--- src/rtl/ubcd_pkg.sv ---
// Shared constants for the multi-digit universal decoder: mode encodings,
// register addresses, CTRL bit positions and the 7-segment hex table.
package ubcd_pkg;

    // Code-table selection carried in CTRL[1:0]; encoding 3 decodes as hex.
    localparam logic [1:0] MODE_RAW = 2'd0;
    localparam logic [1:0] MODE_HEX = 2'd1;
    localparam logic [1:0] MODE_BCD = 2'd2;

    // Register addresses above the digit bank.
    localparam logic [3:0] ADDR_CTRL   = 4'h8;
    localparam logic [3:0] ADDR_PRE_LO = 4'h9;
    localparam logic [3:0] ADDR_PRE_HI = 4'hA;
    localparam logic [3:0] ADDR_INDEX  = 4'hB;

    // CTRL bit positions.
    localparam int CTRL_MODE_LSB = 0;
    localparam int CTRL_SCAN_EN  = 2;
    localparam int CTRL_INVERT   = 3;
    localparam int CTRL_LZB      = 4;

    // Segment patterns {g,f,e,d,c,b,a} for codes 0..F; entry 0 is rightmost.
    localparam logic [15:0][6:0] HEX_TABLE = {
        7'h71, 7'h79, 7'h5E, 7'h39, 7'h7C, 7'h77, 7'h6F, 7'h7F,
        7'h07, 7'h7D, 7'h6D, 7'h66, 7'h4F, 7'h5B, 7'h06, 7'h3F
    };

endpackage

--- src/rtl/ubcd_seg_decode.sv ---
// Combinational code-to-segment decoder for one digit. Blanking applies only
// in the hex and BCD tables; raw mode always passes the code through.
module ubcd_seg_decode
    import ubcd_pkg::*;
(
    input  logic [3:0] code,
    input  logic [1:0] mode,
    input  logic       blank,
    output logic [6:0] seg
);

    // Table lookup selected by the current mode.
    always_comb begin
        seg = 7'h00;
        case (mode)
            MODE_RAW: seg = {3'b000, code};
            MODE_BCD: begin
                if (blank) begin
                    seg = 7'h00;
                end else if (code <= 4'd9) begin
                    seg = HEX_TABLE[code];
                end else begin
                    seg = 7'h00;
                end
            end
            default: begin
                if (blank) begin
                    seg = 7'h00;
                end else begin
                    seg = HEX_TABLE[code];
                end
            end
        endcase
    end

endmodule

--- src/rtl/tqvp_rebeccargb_ubcd_scan.sv ---
// Multi-digit scanned 7-segment decoder peripheral for the TinyQV bus.
// Optional leading-zero blanking is built when UBCD_LZB_EN is defined.
module tqvp_rebeccargb_ubcd_scan
    import ubcd_pkg::*;
#(
    parameter int NUM_DIGITS = 4,
    parameter int PRESCALE_W = 16
) (
    input  logic                  clk,
    input  logic                  rst,
    input  logic [7:0]            ui_in,
    output logic [7:0]            uo_out,
    output logic [NUM_DIGITS-1:0] digit_sel,
    input  logic [3:0]            address,
    input  logic                  data_write,
    input  logic [7:0]            data_in,
    output logic [7:0]            data_out
);

`ifdef UBCD_LZB_EN
    localparam logic [7:0] CTRL_WMASK = 8'h1F;
`else
    localparam logic [7:0] CTRL_WMASK = 8'h0F;
`endif

    logic [7:0]            digit_q [NUM_DIGITS];
    logic [7:0]            digit_d [NUM_DIGITS];
    logic [7:0]            ctrl_q, ctrl_d;
    logic [PRESCALE_W-1:0] pre_q, pre_d;
    logic [PRESCALE_W-1:0] cnt_q, cnt_d;
    logic [2:0]            idx_q, idx_d;
    logic [7:0]            uo_q, uo_d;
    logic [NUM_DIGITS-1:0] sel_q, sel_d;

    logic [15:0]           pre_wr_s;
    logic [15:0]           pre_rd_s;
    logic                  scan_en_s;
    logic                  invert_s;
    logic [2:0]            cur_idx_s;
    logic [3:0]            cur_code_s;
    logic                  cur_dp_s;
    logic [NUM_DIGITS-1:0] sel_oh_s;
    logic                  blank_s;
    logic [6:0]            seg_s;
    logic                  unused_ui_s;

    assign unused_ui_s = ^ui_in;
    assign scan_en_s   = ctrl_q[CTRL_SCAN_EN];
    assign invert_s    = ctrl_q[CTRL_INVERT];
    assign pre_rd_s    = 16'(pre_q);
    // With scanning off the display is pinned to DIGIT0 even before idx_q clears.
    assign cur_idx_s   = scan_en_s ? idx_q : 3'd0;

    // Bus writes into digit, control and prescale registers.
    always_comb begin
        for (int j = 0; j < NUM_DIGITS; j++) begin
            if (data_write && (address == 4'(j))) begin
                digit_d[j] = {data_in[7], 3'b000, data_in[3:0]};
            end else begin
                digit_d[j] = digit_q[j];
            end
        end
        if (data_write && (address == ADDR_CTRL)) begin
            ctrl_d = data_in & CTRL_WMASK;
        end else begin
            ctrl_d = ctrl_q;
        end
        pre_wr_s = 16'(pre_q);
        if (data_write) begin
            case (address)
                ADDR_PRE_LO: pre_wr_s[7:0]  = data_in;
                ADDR_PRE_HI: pre_wr_s[15:8] = data_in;
                default:     pre_wr_s       = 16'(pre_q);
            endcase
        end else begin
            pre_wr_s = 16'(pre_q);
        end
        pre_d = pre_wr_s[PRESCALE_W-1:0];
    end

    // Prescaler and scan index; both held at zero while scanning is off.
    always_comb begin
        cnt_d = '0;
        idx_d = 3'd0;
        if (scan_en_s) begin
            if (cnt_q >= pre_q) begin
                cnt_d = '0;
                idx_d = (idx_q == 3'(NUM_DIGITS - 1)) ? 3'd0 : (idx_q + 3'd1);
            end else begin
                cnt_d = cnt_q + {{(PRESCALE_W-1){1'b0}}, 1'b1};
                idx_d = idx_q;
            end
        end else begin
            cnt_d = '0;
            idx_d = 3'd0;
        end
    end

    // Pick the digit at the displayed position and build its one-hot select.
    always_comb begin
        cur_code_s = 4'h0;
        cur_dp_s   = 1'b0;
        sel_oh_s   = '0;
        for (int j = 0; j < NUM_DIGITS; j++) begin
            if (cur_idx_s == 3'(j)) begin
                cur_code_s  = digit_q[j][3:0];
                cur_dp_s    = digit_q[j][7];
                sel_oh_s[j] = 1'b1;
            end else begin
                sel_oh_s[j] = 1'b0;
            end
        end
    end

`ifdef UBCD_LZB_EN
    logic zero_run_s;

    // A digit is a leading zero when it and every more significant code are 0.
    always_comb begin
        zero_run_s = 1'b1;
        for (int j = 0; j < NUM_DIGITS; j++) begin
            if (3'(j) >= cur_idx_s) begin
                zero_run_s = zero_run_s & (digit_q[j][3:0] == 4'h0);
            end else begin
                zero_run_s = zero_run_s;
            end
        end
        blank_s = ctrl_q[CTRL_LZB] & (cur_idx_s != 3'd0) & zero_run_s;
    end
`else
    assign blank_s = 1'b0;
`endif

    ubcd_seg_decode u_seg_decode (
        .code  (cur_code_s),
        .mode  (ctrl_q[CTRL_MODE_LSB +: 2]),
        .blank (blank_s),
        .seg   (seg_s)
    );

    // Next display outputs with optional polarity inversion for common-anode parts.
    always_comb begin
        uo_d  = {cur_dp_s, seg_s} ^ {8{invert_s}};
        sel_d = sel_oh_s ^ {NUM_DIGITS{invert_s}};
    end

    // Combinational register readback.
    always_comb begin
        data_out = 8'h00;
        case (address)
            ADDR_CTRL:   data_out = ctrl_q;
            ADDR_PRE_LO: data_out = pre_rd_s[7:0];
            ADDR_PRE_HI: data_out = pre_rd_s[15:8];
            ADDR_INDEX:  data_out = {5'b00000, idx_q};
            default: begin
                for (int j = 0; j < NUM_DIGITS; j++) begin
                    if (address == 4'(j)) begin
                        data_out = digit_q[j];
                    end else begin
                        data_out = data_out;
                    end
                end
            end
        endcase
    end

    // State and output registers with synchronous reset.
    always_ff @(posedge clk) begin
        if (rst) begin
            for (int j = 0; j < NUM_DIGITS; j++) begin
                digit_q[j] <= 8'h00;
            end
            ctrl_q <= 8'h00;
            pre_q  <= '1;
            cnt_q  <= '0;
            idx_q  <= 3'd0;
            uo_q   <= 8'h00;
            sel_q  <= '0;
        end else begin
            for (int j = 0; j < NUM_DIGITS; j++) begin
                digit_q[j] <= digit_d[j];
            end
            ctrl_q <= ctrl_d;
            pre_q  <= pre_d;
            cnt_q  <= cnt_d;
            idx_q  <= idx_d;
            uo_q   <= uo_d;
            sel_q  <= sel_d;
        end
    end

    assign uo_out    = uo_q;
    assign digit_sel = sel_q;

endmodule

--- config.mk ---
export PLATFORM = sky130hd
export DESIGN_NAME = tqvp_rebeccargb_ubcd_scan
export DESIGN_NICKNAME = d
export VERILOG_FILES = /design/src/rtl/ubcd_pkg.sv /design/src/rtl/ubcd_seg_decode.sv /design/src/rtl/tqvp_rebeccargb_ubcd_scan.sv
export SDC_FILE = /design/constraint.sdc
export NUM_CORES = 1
export LEC_CHECK = 0
export CORE_UTILIZATION = 40
export CTS_CLUSTER_DIAMETER = 80
export DETAILED_ROUTE_END_ITERATION = 8
export HOLD_SLACK_MARGIN = 0.06
export PLACE_DENSITY = 0.62
export SLEW_MARGIN = 20
export SYNTH_ARGS = -nofsm -noshare
export SYNTH_HDL_FRONTEND = slang
export SYNTH_SLANG_ARGS = --single-unit
--- constraint.sdc ---
create_clock -name clk -period 2.5 [get_ports clk]
set_clock_uncertainty 0.05 [all_clocks]
set_input_delay 0.5 -clock clk [delete_from_list [all_inputs] [get_ports clk]]
set_output_delay 0.5 -clock clk [all_outputs]
set_load 0.02 [all_outputs]
# Word level (Yosys, flattened, before mapping)
# Memory sizes are Yosys's and may differ from the RTL's.
# Cells that the tools add are included.
# word_totals
register_bits	51
memories	2
wordCells	78
mem_bits_ro	112
mem_bits_rw	32
# memory_table
memory	words	width	rd	rd_clocked_by_memory_dff	wr	line_no	rtl
(no name shown)	16	7	1	0	0	ubcd_seg_decode.sv:30	seg = HEX_TABLE[code];
digit_q	4	8	4	0	4	tqvp_rebeccargb_ubcd_scan.sv:26	logic [7:0] digit_q [NUM_DIGITS];
# classes
add_sub_neg	2
bitwise	7
n_mux	33
n_eq_ne	12
n_reduce_logical	12
n_lt_le_gt_ge	3
# op_table
op	n
$mux 8	12
$pmux 8 s4	1
$add 16x1->16 const B	1
$eq 4x4->1 const B	4
$ge 16x16->1	1
$mux 4	4
$mux 7	2
$pmux 7 s2	1
$mux 1	11
$eq 3x2->1 const B	3
$eq 4x2->1 const B	2
$xor 8x8->8	1
$mux 3	2
$logic_and 1x1->1	5
$lt 4x5->1 const B	1
$eq 4x1->1 const B	1
$le 4x4->1 const B	1
$logic_not 4->1	1
$or 1x1->1	4
$reduce_and 2->1	2
$xor 4x4->4	1
$add 3x1->3 const B	1
$eq 3x1->1 const B	1
$logic_not 3->1	1
5 further kinds	5

# Longest topological paths before layout
# Gate-level depths: netlist (run 1).
# depth
word_depth	11
mapped_depth	14
mapped_depth_nobuf	12

# Cells and area by module
# A second synthesis (run 1) with hierarchy kept.
# hier_totals
cells_unflattened	460
area_unflattened_um2	4144.0
# by_module_without_submodules
mod	area_each_um2	cells_each	instances
tqvp_rebeccargb_ubcd_scan	3778.6	414	1
ubcd_seg_decode	365.4	46	1

# Worst setup path before layout (run 1)
# No wires, ideal clock.
# synth_timing
path_type	register to register
from	register idx_q[1]
to	register uo_q[1] (netlist: uo_out[1])
setup_time_ns	0.072
stages_incl_launch_ff	12
arrival_time_ns	2.513
path_buffers	1
setup_slack_ns	-0.136
period_less_slack_ns	2.636
cell_sequence	dfxtp_1 > buf_6 > nand2b_1 > o32a_1 > o311ai_2 > inv_1 > ha_1 > or2_2 > a21oi_4 > o21ai_4 > a221oi_2 > mux2i_1
# synth_between
elab_chain_cells	11
word_cells_on_any_way	15
# synth_rtl
item	line_no	rtl
start: declaration	tqvp_rebeccargb_ubcd_scan.sv:31	logic [2:0] idx_q, idx_d;
start signal: assignment	tqvp_rebeccargb_ubcd_scan.sv:186	idx_q <= idx_d;
$mux 3 *	tqvp_rebeccargb_ubcd_scan.sv:52	assign cur_idx_s = scan_en_s ? idx_q : 3'd0;
$logic_not 3->1	tqvp_rebeccargb_ubcd_scan.sv:105	if (cur_idx_s == 3'(j)) begin
$mux 4 (3 in a row)	tqvp_rebeccargb_ubcd_scan.sv:105	
$mux 4 *	tqvp_rebeccargb_ubcd_scan.sv:105	
$mem_v2 16x7	--	
$mux 7 (not written as such)	ubcd_seg_decode.sv:30	
$mux 7	ubcd_seg_decode.sv:20	end else if (code <= 4'd9) begin
$pmux 7 s2 *	ubcd_seg_decode.sv:15	case (mode)
$xor 8x8->8 *	tqvp_rebeccargb_ubcd_scan.sv:143	uo_d = {cur_dp_s, seg_s} ^ {8{invert_s}};
end signal: assignment	tqvp_rebeccargb_ubcd_scan.sv:187	uo_q <= uo_d;
end: declaration	tqvp_rebeccargb_ubcd_scan.sv:32	logic [7:0] uo_q, uo_d;
# Every way passes the cells marked *; elsewhere a longest branch is shown, timed or not. The select of a mux whose other input is x is not followed.
# A chain may end at the register's enable or synchronous reset.

# Worst setup path in the final report (run 1)
# layout_timing
from	input port address[0]
to	output port data_out[5]
# layout_between
elab_chain_cells	6
word_cells_on_any_way	13
# layout_rtl
item	line_no	rtl
start: declaration	tqvp_rebeccargb_ubcd_scan.sv:14	input logic [3:0] address,
$logic_not 4->1	tqvp_rebeccargb_ubcd_scan.sv:157	if (address == 4'(j)) begin
$mux 8 (4 in a row)	tqvp_rebeccargb_ubcd_scan.sv:157	
$pmux 8 s4 *	tqvp_rebeccargb_ubcd_scan.sv:150	case (address)
end: declaration	tqvp_rebeccargb_ubcd_scan.sv:17	output logic [7:0] data_out
# Every way passes the cells marked *; elsewhere a longest branch is shown, timed or not.

==> Implementation_results.wiki, run 1 <==
{| class="wikitable"
! Metric !! Value
|-
| Status || finished clean
|-
| Number of endpoints with negative hold slack in the final report || 0
|-
| Clock latency reported for the late side of the worst-skew pair || roughly 0.35 ns
|-
| Worst-path cell with the longest stage delay || sky130_fd_sc_hd__bufbuf_16
|-
| Initial core utilization || 0.416
|-
| Clock period minus worst slack || roughly 2.4 ns
|-
| Global-route wire length before repair || between 15000 and 20000 um
|-
| Area of the core || 9820 um^2
|-
| Portion of the clock cycle consumed by the worst path in the final layout || 0.959
|-
| CP max FO || 6
|-
| Power Density || about 440 nW/um^2
|-
| Worst vdd ir || 0.000248 V
|-
| Asr flop ratio synth || 0
|-
| Clock Root Buffer || sky130_fd_sc_hd__clkbuf_8
|-
| Number of antenna violations at the first check in global routing || 0
|-
| Delay of the slowest cell on the worst path || between 0.2 and 0.3 ns
|-
| Number of global-route vias before repair || about 3300
|-
| Max-slew violation count || 0
|-
| Cell type with the largest total area after synthesis || sky130_fd_sc_hd__dfxtp_1
|-
| Share of post-route cells with drive strength above 1 || 0.206
|-
| Startpoint of the worst-slack reg-to-reg timing path || idx_q[1]
|-
| Iteration-0 DRC Markers || 191
|-
| Per-cell routed wire length || approximately 15 um
|-
| Path depth of the worst reg2reg path || 11
|-
| Cell chain of the critical path || clkdlybuf4s15_2 -> bufbuf_16 -> buf_4 -> nor2b_1 -> buf_4 -> a22oi_1 -> nor2_1 -> clkdlybuf4s15_2
|-
| Global-route congestion overflow total || 0
|-
| Max-cap violation count || 0
|-
| Number of buffers inserted during clock tree synthesis || 9
|-
| DP Area || ~4800 um^2
|-
| Peak clock frequency supported by timing || ~420 MHz
|-
| Number of synthesized register bits || between 70 and 80
|-
| Standard-cell row count || 36
|-
| Floorplan die width || about 100 um
|-
| Post-layout instance area || between 5000 and 6000 um^2
|-
| Final hold slack || roughly 0.43 ns
|-
| Boundary Pins || 43
|-
| Area grow syn2layout || 23.4%
|-
| Remaining number of nets flagged by the antenna check after routing || 0
|-
| Type of destination of the critical path || primary output
|-
| RSZ-0062 raised after global routing || no
|-
| Setup violations, final || 0
|-
| Most used standard cells in the synthesized netlist || 71 x sky130_fd_sc_hd__dfxtp_1, 67 x sky130_fd_sc_hd__nor2_1, 27 x sky130_fd_sc_hd__mux2i_1, 27 x sky130_fd_sc_hd__nand2_1
|-
| Number of buffers and inverters on the critical path || 5
|-
| Cell family with most CP delay || buffers and inverters
|-
| Ratio of routed vias to standard cells || 5.27
|-
| Top cells by area, synth || sky130_fd_sc_hd__dfxtp_1 35%, sky130_fd_sc_hd__ha_1 7.3%, sky130_fd_sc_hd__mux2i_1 6.6%
|-
| Overall power consumption || 2.23 mW
|-
| Final layout net count || roughly 570
|-
| Sequential element share of the synthesized area || 0.348
|-
| Worst Hold Class || reg -> reg
|-
| Required time at the endpoint of the critical path || approximately 2.0 ns
|-
| Vert. Die Dim || between 100 and 150 um
|-
| Data arrival time of the worst path || about 1.9 ns
|-
| Worst-Margin Slew || between 0.5 and 0.6 ns
|-
| Count of different cell masters after synthesis || 55
|-
| Post-detailed-route DRC marker count || 0
|-
| Capture endpoint of the worst hold path || digit_q[1][3]
|-
| Area share of the leading cell type in the synthesized netlist || 0.348
|-
| Synth Warn # || 0
|-
| Htree depth || 3
|-
| Worst Setup Path Type || in -> out
|-
| Worst flop-to-flop path endpoint || uo_out[1]
|-
| Antenna diodes || 0
|-
| TritonCTS sink count || 71
|-
| Cell count after synthesis || between 400 and 500
|-
| Total wirelength of the detailed-routed design || 9850 um
|-
| Net Count, Synth || 500
|-
| Final core area utilization || 0.514
|-
| Largest net degree at the start of global routing || 36
|-
| CTS tree || built
|-
| Total number of vias || 3464
|-
| Static Leakage || ~2.1 nW
|-
| Worst setup slack after layout || between 0.1 and 0.15 ns
|-
| Buffer levels on the longest clock path || 2
|-
| Setup slack at placement || -0.519 ns
|-
| Total of buffers placed on input and output ports || 34
|-
| Weighted congestion reported at the end of routability-driven placement || 0.917
|-
| Number of synthesized flops with an enable pin || 0
|-
| Most used flip-flop cell after synthesis || sky130_fd_sc_hd__dfxtp_1
|-
| Clock slew at reported path FFs || ~0.080 ns
|-
| Per-instance average area after synthesis || ~9 um^2
|-
| Number of optimization iterations in the first detailed-route pass || 4
|-
| Hold buffer count at CTS || 0
|-
| Minimum setup slack among reg-to-reg paths || about 0.14 ns
|-
| Syn Std Cell Area || 4090 um^2
|-
| Combined global-route utilization of all metal layers || 0.204
|-
| Detail Placement HPWL || between 7000 and 8000 um
|-
| Total Die Area || roughly 11000 um^2
|-
| Hold-critical path depth || 2
|-
| Hold_sp || digit_q[1][3]
|-
| Most frequent cell after synthesis || sky130_fd_sc_hd__dfxtp_1
|-
| Worst rel slew slack || 0.636
|-
| Startpoint types || input port
|}
## per-layer routing
| metal | GRT usage | up-vias | part of all wire |
|---|---|---|---|
| met3 | 0.0454 | 13 | 0.048 |
| li1 | - | 1730 | - |
| met1 | 0.265 | 1640 | 0.46 |
| met5 | 0 | - | 0 |
| met4 | 0.0574 | 0 | 0.012 |
| met2 | 0.339 | 81 | 0.48 |
## flip-flops by register name, indices dropped and copies added (netlist names)
| register | cells |
|---|---|
| pre_q | 16 |
| uo_out | 8 |
| cnt_q | 16 |
| digit_q | 20 |
| idx_q | 3 |
| digit_sel | 4 |
| ctrl_q | 4 |
## layout make-up
class	instances	area (um^2)
fill	988	4770
tap	133	166
clock buffer	10	138
clock inverter	6	45.0
sequential	71	1440
multi-input combinational	332	2460
inverter	25	93.8
timing repair buffer	80	701
## tightest hold or removal path, cell delays in order (launching register included)
cell	delay [ns]
sky130_fd_sc_hd__dfxtp_1	0.33
sky130_fd_sc_hd__nand2_1	0.06
sky130_fd_sc_hd__a21oi_1	0.05
## metrics by stage
stage          TNS [ns]  std cells
2_1_floorplan         0        453
4_1_cts               0        655
5_1_grt               0        657
3_5_place_dp      -3.76        637
3_3_place_gp      -3.74        637
6_report              0        657
## cells by family after synthesis
group / after synthesis / synth area share
DFF: 71 / 0.348
buffers and inverters: 50 / 0.0563
adders and majority gates: 24 / 0.0734
and+or+nand+nor: 158 / 0.185
AOI/OAI and AO/OA: 95 / 0.182
xor gates and xnor gates: 18 / 0.0386
muxes: 37 / 0.118
## power breakdown
group | switching, mW | internal (mW) | leakage (nW)
Combinational | 0.116 | 0.110 | 1.46
Sequential | 0.0106 | 1.14 | 0.577
Clock | 0.467 | 0.390 | 0.0849
## how the worst max path moves through the flow
| stage | startpoint | to | slack, ns | depth (start not counted) |
|---|---|---|---|---|
| floorplan | idx_q[1] | uo_out[1] | 0.02 | 11 |
| global placement | address[0] | data_out[2] | -0.52 | 6 |
| detailed placement | address[0] | data_out[2] | -0.52 | 6 |
| CTS | address[0] | data_out[2] | 0.02 | 6 |
| global route | idx_q[2] | uo_out[3] | 0.004 | 10 |
| finish | address[0] | data_out[5] | 0.10 | 8 |
## cells in the final DEF, fill, tap and decap left out, types with 3 or more instances in the layout
| cell | instances |
|---|---|
| sky130_fd_sc_hd__dfxtp_1 | 67 |
| sky130_fd_sc_hd__nor2_1 | 66 |
| sky130_fd_sc_hd__buf_4 | 44 |
| sky130_fd_sc_hd__mux2i_1 | 27 |
| sky130_fd_sc_hd__nand2_1 | 27 |
| sky130_fd_sc_hd__a21oi_1 | 25 |
| sky130_fd_sc_hd__clkdlybuf4s50_1 | 24 |
| sky130_fd_sc_hd__inv_1 | 23 |
| sky130_fd_sc_hd__ha_1 | 22 |
| sky130_fd_sc_hd__nand3_1 | 20 |
| sky130_fd_sc_hd__a211o_1 | 18 |
| sky130_fd_sc_hd__nand2b_1 | 11 |
| sky130_fd_sc_hd__xnor2_1 | 10 |
| sky130_fd_sc_hd__clkbuf_8 | 10 |
| sky130_fd_sc_hd__o21ai_0 | 9 |
| sky130_fd_sc_hd__xor2_1 | 8 |
| sky130_fd_sc_hd__mux4_2 | 7 |
| sky130_fd_sc_hd__nor2b_1 | 6 |
| sky130_fd_sc_hd__a22oi_1 | 6 |
| sky130_fd_sc_hd__a21o_1 | 6 |
| sky130_fd_sc_hd__o21ai_1 | 5 |
| sky130_fd_sc_hd__and3_1 | 5 |
| sky130_fd_sc_hd__nand3b_1 | 4 |
| sky130_fd_sc_hd__a221oi_2 | 4 |
| sky130_fd_sc_hd__dfxtp_4 | 4 |
| sky130_fd_sc_hd__buf_2 | 4 |
| sky130_fd_sc_hd__o22ai_1 | 3 |
| sky130_fd_sc_hd__a211oi_1 | 3 |
| sky130_fd_sc_hd__nand4_1 | 3 |
| sky130_fd_sc_hd__clkinvlp_4 | 3 |
| sky130_fd_sc_hd__clkdlybuf4s15_2 | 3 |
## timing repair
item / 4_1_cts / 5_1_grt
buffers inserted: 1 / 2
pin swaps: 0 / 4
gates resized for setup: 33 / 11
cloned: 1 / 0
endpoints found under the setup margin: 10 / 19
Note: power is estimated with default switching activity, not from simulation.
==> run 2, diff against run 1 <==
TNS_END_PERCENT = 5   (was not set)
==> run 2 against run 1 <==
Compared with the run above: via count up 0.61%; combinational power hardly changed; worst setup slack worse by 0.0081 ns; sequential power is essentially flat; critical path depth is 3 higher; utilization shrank 0.48 points; clock-buffer cell count unchanged; die area is the same; cell count down 0.46%; sequential share of layout area is 0.12 points higher; register-to-register slack got worse by 0.04 ns.
==> Implementation_results.wiki, run 2 (synthesis results as in run 1) <==
{| class="wikitable"
! Metric !! Value
|-
| Status || finished clean
|-
| Worst-Margin Slew || 0.546 ns (+0.00187 ns)
|-
| Clock slew at reported path FFs || 0.08 ns (about the same)
|-
| Area grow syn2layout || 22.2%
|-
| Clock latency reported for the late side of the worst-skew pair || 0.35 ns (about the same)
|-
| Most frequent cells in the layout || 67 x sky130_fd_sc_hd__nor2_1, 67 x sky130_fd_sc_hd__dfxtp_1, 41 x sky130_fd_sc_hd__buf_4
|-
| Startpoint of the most critical setup path || idx_q[1]
|-
| DP Area || 4800 um^2 (unchanged)
|-
| Max-cap violation count || 0 (unchanged)
|-
| Worst Hold Class || reg -> reg
|-
| Number of endpoints with negative hold slack in the final report || 0 (unchanged)
|-
| Hold-critical path depth || 2 (unchanged)
|-
| Required time at the endpoint of the critical path || 2.73 ns (+0.78 ns)
|-
| Largest registers in the final layout || digit_q x20, cnt_q x16, pre_q x16
|-
| Power Density || 447 nW/um^2 (+0.86%)
|-
| Static Leakage || 2.11 nW (-0.65%)
|-
| Switching Share || 0.264 (-0.00125)
|-
| Share of post-route cells with drive strength above 1 || 0.200 (-0.00649)
|-
| Standard-cell row count || 36 (unchanged)
|-
| Overall power consumption || 2.23 mW (about the same)
|-
| Startpoint of the worst-slack reg-to-reg timing path || idx_q[1]
|-
| Area of the core || 9820 um^2 (unchanged)
|-
| Remaining number of nets flagged by the antenna check after routing || 0 (unchanged)
|-
| Startpoint types || flop
|-
| Largest net degree at the start of global routing || 36 (unchanged)
|-
| Global-route congestion overflow total || 0 (unchanged)
|-
| Final layout net count || 563 (-0.53%)
|-
| Setup bufs post-CTS || 0 (-1)
|-
| Number of optimization iterations in the first detailed-route pass || 5 (+1)
|-
| Register share of total power || 0.517 (+0.002)
|-
| Vert. Die Dim || 103 um (unchanged)
|-
| Setup violations, final || 0 (unchanged)
|-
| TritonCTS sink count || 71 (unchanged)
|-
| Total of buffers placed on input and output ports || 34 (unchanged)
|-
| Number of antenna violations at the first check in global routing || 0 (unchanged)
|-
| Type of destination of the critical path || flop
|-
| Initial core utilization || 0.416 (unchanged)
|-
| Iteration-0 DRC Markers || 174 (-8.9%)
|-
| Weighted congestion reported at the end of routability-driven placement || 0.917 (unchanged)
|-
| Total Die Area || 10600 um^2 (unchanged)
|-
| CP max FO || 11 (+5)
|-
| Worst Setup Path Type || reg -> reg
|-
| Post-layout instance area || 5000 um^2 (-0.94%)
|-
| Number of buffers inserted during clock tree synthesis || 9 (unchanged)
|-
| Number of global-route vias before repair || 3316 (+0.21%)
|-
| Ratio of routed vias to standard cells || 5.33 (+1.1%)
|-
| Global-route wire length before repair || 16400 um (-0.12%)
|-
| Combined global-route utilization of all metal layers || 0.204 (unchanged)
|-
| Final core area utilization || 0.509 (-0.00484)
|-
| Net Sw Power || 0.590 mW (-0.56%)
|-
| Buffer levels on the longest clock path || 2 (unchanged)
|-
| RSZ-0062 raised after global routing || yes
|-
| Boundary Pins || 43 (unchanged)
|-
| Hold buffer count at CTS || 0 (unchanged)
|-
| Data arrival time of the worst path || 2.63 ns (+0.78 ns)
|-
| Antenna diodes || 0 (unchanged)
|-
| Portion of the clock cycle consumed by the worst path in the final layout || 0.962 (+0.00323)
|-
| Power share of the combinational group || 0.100 (about the same)
|-
| Worst vdd ir || 0.000250 V (+0.89%)
|-
| Detail Placement HPWL || 7390 um (unchanged)
|-
| Clock Root Buffer || sky130_fd_sc_hd__clkbuf_8
|-
| Worst flop-to-flop path endpoint || uo_out[1]
|-
| Total negative slack || 0 ns (unchanged)
|-
| CTS tree || built
|-
| Clock period minus worst slack || 2.40 ns (+0.00808 ns)
|-
| Max-slew violation count || 0 (unchanged)
|-
| Clock power frac || 0.383 (about the same)
|-
| Floorplan die width || 103 um (unchanged)
|-
| Biggest register || digit_q
|-
| Internal || 1.64 mW (about the same)
|-
| Total number of vias || 3485 (+0.61%)
|-
| Worst rel slew slack || 0.635 (-0.00126)
|-
| Peak clock frequency supported by timing || 416 MHz (-0.34%)
|-
| Largest register FFs || 20 (unchanged)
|-
| Minimum setup slack among reg-to-reg paths || 0.1 ns (-0.04 ns)
|-
| Htree depth || 3 (unchanged)
|-
| Total wirelength of the detailed-routed design || 9820 um (-0.28%)
|-
| Final hold slack || 0.436 ns (+0.00422 ns)
|-
| Post-detailed-route DRC marker count || 0 (unchanged)
|-
| Path depth of the worst reg2reg path || 11 (unchanged)
|-
| Last element of the critical path || uo_out[1]
|-
| Per-cell routed wire length || 15.0 um (+0.17%)
|}
[run 2: changes by cell type in the layout (fill, tap and decap cells not counted), sizes merged]
cell / before / now
dlygate4sd2: 1 / 0
clkdlybuf4s15: 4 / 3
clkbuf: 11 / 13
buf: 49 / 46
[run 2: metrics by stage]
step,instances,setup slack [ns]
2_1_floorplan,453,0.0189
3_3_place_gp,637,-0.521
3_5_place_dp,637,-0.519
4_1_cts,654,0.0188
5_1_grt,654,-0.0260
6_report,654,0.0957
[run 2: worst min path at each step]
stage | startpoint | end
after detailed placement | digit_q[1][3] | digit_q[1][3]
after CTS | digit_q[1][3] | digit_q[1][3]
after global routing | digit_q[1][3] | digit_q[1][3]
after global placement | cnt_q[0] | cnt_q[0]
after floorplan | cnt_q[0] | cnt_q[0]
final | digit_q[1][3] | digit_q[1][3]
[run 2: area by class of cell]
class / count / area [um^2]
repair buffers: 77 / 667
well taps: 133 / 166
multi-input cells: 332 / 2460
flip-flops and latches: 71 / 1430
fillers: 1003 / 4820
clock inverters: 6 / 45.0
inverters: 25 / 93.8
clock buffers: 10 / 138
[run 2: what timing repair did]
| item | 4_1_cts | 5_1_grt |
|---|---|---|
| pin swaps | 0 | 2 |
| gates cloned | 1 | 0 |
| gates resized for setup | 28 | 13 |
| endpoints found under the setup margin | 10 | 24 |
[run 2: power by group through the flow]
stage / Sequential [mW] / Combinational [mW] / Clock [mW]
2_1_floorplan: 1.18 / 0.119 / 0
3_3_place_gp: 1.18 / 0.219 / 0
3_5_place_dp: 1.18 / 0.222 / 0
4_1_cts: 1.15 / 0.227 / 0.883
5_1_grt: 1.16 / 0.243 / 0.933
6_report: 1.15 / 0.224 / 0.854
[run 2: layer usage]
layer,share of wire,track usage,routed length (um),vias up
met5,0,0,0,-
met2,0.47,0.337,4610,98
li1,-,-,-,1722
met1,0.46,0.266,4500,1653
met4,0.011,0.0574,106,0
met3,0.062,0.0454,605,12
[run 2: worst max-delay path, stage by stage, from the launching register on]
cell                        delay [ns]
sky130_fd_sc_hd__dfxtp_4          0.39
sky130_fd_sc_hd__nand2b_1         0.15
sky130_fd_sc_hd__a21oi_1          0.17
sky130_fd_sc_hd__o22ai_1          0.13
sky130_fd_sc_hd__o2bb2ai_4        0.18
sky130_fd_sc_hd__inv_2            0.07
sky130_fd_sc_hd__ha_2             0.18
sky130_fd_sc_hd__or2_2            0.33
sky130_fd_sc_hd__a21oi_4          0.17
sky130_fd_sc_hd__o21ai_4          0.07
sky130_fd_sc_hd__a221oi_2         0.25
sky130_fd_sc_hd__mux2i_1          0.20
==> run 3, diff against run 2 <==
ABC_AREA = 1   (was not set)
PLACE_DENSITY = 0.6   (was 0.62)
clock period = 2.45 ns   (was 2.5 ns; I/O delays follow)
==> run 3 against run 2 <==
Compared with the run above: routed wire length increased by 4.8%; cell count increased by 14%; die area decreased by 3.7%; critical path depth decreased by 2; power increased by 5.5%; clock power increased by 9.7%; utilization increased by 0.79 points; largest power group unchanged; highest routed layer unchanged.
==> Implementation_results.wiki, run 3 <==
{| class="wikitable"
! Metric !! Value
|-
| CP max FO || 5 (-6)
|-
| Worst rel slew slack || 0.603 (-0.0314)
|-
| Total of buffers placed on input and output ports || 34 (unchanged)
|-
| Multiplexer fraction of the synthesized cell area || 0 (-0.118)
|-
| Final layout net count || 661 (+17%)
|-
| Cell type with the largest total area after synthesis || sky130_fd_sc_hd__dfxtp_1
|-
| Global-route congestion overflow total || 0 (unchanged)
|-
| Total met3 wirelength after detailed routing || 453 um (-25%)
|-
| Hold buffer count at CTS || 0 (unchanged)
|-
| Area of the multi-input gates || 2250 um^2 (-8.3%)
|-
| Synthesized-area fraction occupied by ao, oa, aoi and oai cells || 0.190 (+0.00833)
|-
| Floorplan die width || 101 um (-1.8%)
|-
| Largest registers in the final layout || digit_q x20, cnt_q x16, pre_q x16
|-
| Clock latency reported for the late side of the worst-skew pair || 0.35 ns (about the same)
|-
| Net Count, Synth || 604 (+21%)
|-
| Startpoint of the worst-slack reg-to-reg timing path || idx_q[1]
|-
| Number of synthesized register bits || 71 (unchanged)
|-
| Clock period minus worst slack || approximately 2.2 ns
|-
| Max-cap violation count || 0 (unchanged)
|-
| Most frequent cell after synthesis || sky130_fd_sc_hd__nand2_1
|-
| Antenna diodes || 0 (unchanged)
|-
| Count of different cell masters after synthesis || 39 (-29%)
|-
| Number of buffers inserted during clock tree synthesis || 9 (unchanged)
|-
| Most used standard cells in the synthesized netlist || 90 x sky130_fd_sc_hd__nand2_1, 76 x sky130_fd_sc_hd__inv_1, 72 x sky130_fd_sc_hd__a21oi_1
|-
| Capture endpoint of the worst hold path || cnt_q[0]
|-
| TritonCTS sink count || 71 (unchanged)
|-
| Sequential element share of the synthesized area || 0.361 (+0.0135)
|-
| Type of destination of the critical path || primary output
|-
| CTS tree || built
|-
| Max-slew violation count || 0 (unchanged)
|-
| Most frequent cells in the layout || 89 x sky130_fd_sc_hd__nand2_1, 72 x sky130_fd_sc_hd__a21oi_1, 68 x sky130_fd_sc_hd__inv_1, 68 x sky130_fd_sc_hd__dfxtp_1, 53 x sky130_fd_sc_hd__nor2_1
|-
| Worst Setup Path Type || in -> out
|-
| Number of endpoints with negative hold slack in the final report || 0 (unchanged)
|-
| Most common cell after layout, fill and taps aside || sky130_fd_sc_hd__nand2_1
|-
| Clock Root Buffer || sky130_fd_sc_hd__clkbuf_8
|-
| Buffer levels on the longest clock path || 2 (unchanged)
|-
| Hold-critical path depth || 1 (-1)
|-
| Remaining number of nets flagged by the antenna check after routing || 0 (unchanged)
|-
| Syn Std Cell Area || 3940 um^2 (-3.7%)
|-
| Largest net degree at the start of global routing || 24 (-33%)
|-
| Boundary Pins || 43 (unchanged)
|-
| Worst Hold Class || reg -> reg
|-
| Biggest register || digit_q
|-
| Number of optimization iterations in the first detailed-route pass || 4 (-1)
|-
| Htree depth || 3 (unchanged)
|-
| Number of synthesized flops with an enable pin || 0 (unchanged)
|-
| Area grow syn2layout || 23.0%
|-
| Path depth of the worst reg2reg path || 16 (+5)
|-
| Required time at the endpoint of the critical path || 1.91 ns (-0.82 ns)
|-
| Share of the synthesized netlist area taken by xor and xnor gates || 0.0178 (-0.0208)
|-
| Status || finished clean
|-
| Initial core utilization || 0.420 (+0.00361)
|-
| Data arrival time of the worst path || 1.71 ns (-0.92 ns)
|-
| Area share of the leading cell type in the synthesized netlist || 0.361 (+0.0135)
|-
| Filler Cells Inserted || 952 (-5.1%)
|-
| Combinational family with the most area after synthesis || simple AND/OR/NAND/NOR gates
|-
| Weighted congestion reported at the end of routability-driven placement || 0.927 (+1.2%)
|-
| Metal2 WL || 4690 um (+1.8%)
|-
| Peak clock frequency supported by timing || approximately 440 MHz
|-
| Synth Warn # || 0 (unchanged)
|-
| Setup violations, final || 0 (unchanged)
|-
| Ratio of routed vias to standard cells || 5.05 (-5.2%)
|-
| Share of post-route cells with drive strength above 1 || 0.163 (-0.0364)
|-
| Clock slew at reported path FFs || 0.07 ns (about the same)
|-
| Most used flip-flop cell after synthesis || sky130_fd_sc_hd__dfxtp_1
|-
| Area of the core || 9370 um^2 (-4.6%)
|-
| Number of global-route vias before repair || 3472 (+4.7%)
|-
| Total wirelength of the detailed-routed design || 10300 um (+4.8%)
|-
| Hold_sp || cnt_q[0]
|-
| Vert. Die Dim || 101 um (-1.8%)
|-
| Power Density || 486 nW/um^2 (+8.8%)
|-
| Synthesized-area fraction occupied by adder cells || 0.0763 (+0.00285)
|-
| Detail Placement HPWL || 7800 um (+5.6%)
|-
| Number of antenna violations at the first check in global routing || 0 (unchanged)
|-
| Total number of vias || 3780 (+8.5%)
|-
| Static Leakage || 2.08 nW (-1.2%)
|-
| Post-detailed-route DRC marker count || 0 (unchanged)
|-
| Worst flop-to-flop path endpoint || uo_out[3]
|-
| Final core area utilization || 0.517 (+0.00790)
|-
| Share of synthesized cell area in and, or, nand and nor gates || 0.263 (+0.0784)
|-
| Setup slack at placement || -0.516 ns (+0.00259 ns)
|-
| Iteration-0 DRC Markers || 218 (+25%)
|-
| Total routed wire length on the met1 layer || 4980 um (+11%)
|-
| Cell count after synthesis || 557 (+23%)
|-
| Per-cell routed wire length || 13.8 um (-8.4%)
|-
| Largest register FFs || 20 (unchanged)
|-
| Worst vdd ir || 0.000237 V (-5.4%)
|-
| Startpoint types || input port
|-
| Per-instance average area after synthesis || 7.07 um^2 (-22%)
|-
| Minimum setup slack among reg-to-reg paths || 0.25 ns (+0.15 ns)
|-
| Combined global-route utilization of all metal layers || 0.214 (+0.0106)
|-
| Top cells by area, synth || sky130_fd_sc_hd__dfxtp_1 36%, sky130_fd_sc_hd__a21oi_1 9.2%, sky130_fd_sc_hd__nand2_1 8.6%
|-
| Worst setup slack after layout || 0.200 ns (+0.104 ns)
|-
| Total negative slack || 0 ns (unchanged)
|-
| Portion of the clock cycle consumed by the worst path in the final layout || 0.918
|-
| Asr flop ratio synth || 0 (unchanged)
|-
| Worst-Margin Slew || 0.593 ns (+0.0470 ns)
|-
| Standard-cell row count || 35 (-2.8%)
|-
| Total Die Area || 10200 um^2 (-3.7%)
|-
| Global-route wire length before repair || 16900 um (+3.2%)
|-
| FF/Latch Area || 1430 um^2 (about the same)
|-
| Highest Signal Layer || met4
|}
run 3: cell types whose count changed in the layout (fill, tap and decap cells not counted), sizes merged, moves of 8 or more:
cell,change
nand2b,-11
o22ai,+10
nand2,+67
mux4,-8
o21ai,+33
nand3,+19
mux2i,-27
a21oi,+45
inv,+51
a211o,-18
buf,-13
run 3: worst max path at each step:
stage | from | to | slack, ns | depth (start not counted)
finish | address[1] | data_out[2] | 0.20 | 9
global route | idx_q[0] | uo_out[3] | -0.001 | 16
CTS | address[0] | data_out[7] | -0.007 | 10
detailed placement | address[0] | data_out[2] | -0.52 | 10
global placement | address[0] | data_out[7] | -0.49 | 10
floorplan | idx_q[0] | uo_out[3] | 0.28 | 15
run 3: through the flow:
stage / power (mW) / instances / hold slack [ns] / cell area (um^2)
2_1_floorplan: 1.33 / 557 / 0.367 / 3940
3_3_place_gp: 1.43 / 729 / 0.381 / 4540
3_5_place_dp: 1.43 / 729 / 0.394 / 4540
4_1_cts: 2.36 / 745 / 0.407 / 4770
5_1_grt: 2.46 / 748 / 0.415 / 4840
6_report: 2.35 / 748 / 0.402 / 4840
run 3: cell families after synthesis:
| group | count (synthesis) |
|---|---|
| buffers and inverters | 92 |
| and+or+nand+nor | 222 |
| AOI/OAI and AO/OA | 140 |
| adders and majority gates | 24 |
| DFF | 71 |
| xor gates and xnor gates | 8 |
run 3: timing repair:
| action | 4_1_cts | 5_1_grt |
|---|---|---|
| gates resized for setup | 57 | 18 |
| pin swaps | 2 | 5 |
| setup endpoints to repair | 8 | 15 |
| setup buffers | 0 | 3 |
run 3: final cells by class:
cell class                 count  share of cell area
inverter                      79              0.0615
timing repair buffer          59               0.106
tap                          129              0.0333
clock buffer                  12              0.0300
clock inverter                 4             0.00930
sequential                    71               0.295
multi-input combinational    394               0.465
run 3: where the power goes:
part | internal, mW | switching (mW) | leakage [nW] | total (mW)
combinational | 0.0925 | 0.142 | 1.40 | 0.234
clock | 0.494 | 0.443 | 0.100 | 0.937
sequential | 1.17 | 0.0103 | 0.577 | 1.18
run 3: worst max-delay path, stage by stage:
cell and delay, ns:
sky130_fd_sc_hd__dlygate4sd2_1 0.26, sky130_fd_sc_hd__nor2_1 0.06, sky130_fd_sc_hd__inv_1 0.09, sky130_fd_sc_hd__nor2_1 0.06, sky130_fd_sc_hd__inv_2 0.13, sky130_fd_sc_hd__o22ai_2 0.12
sky130_fd_sc_hd__a221oi_2 0.18, sky130_fd_sc_hd__nand3_1 0.15, sky130_fd_sc_hd__buf_6 0.16
run 3: metal layers:
metal | track usage | up-vias
li1 | - | 1968
met1 | 0.286 | 1695
met2 | 0.352 | 103
met3 | 0.0276 | 14
met4 | 0.0858 | 0
met5 | 0 | -
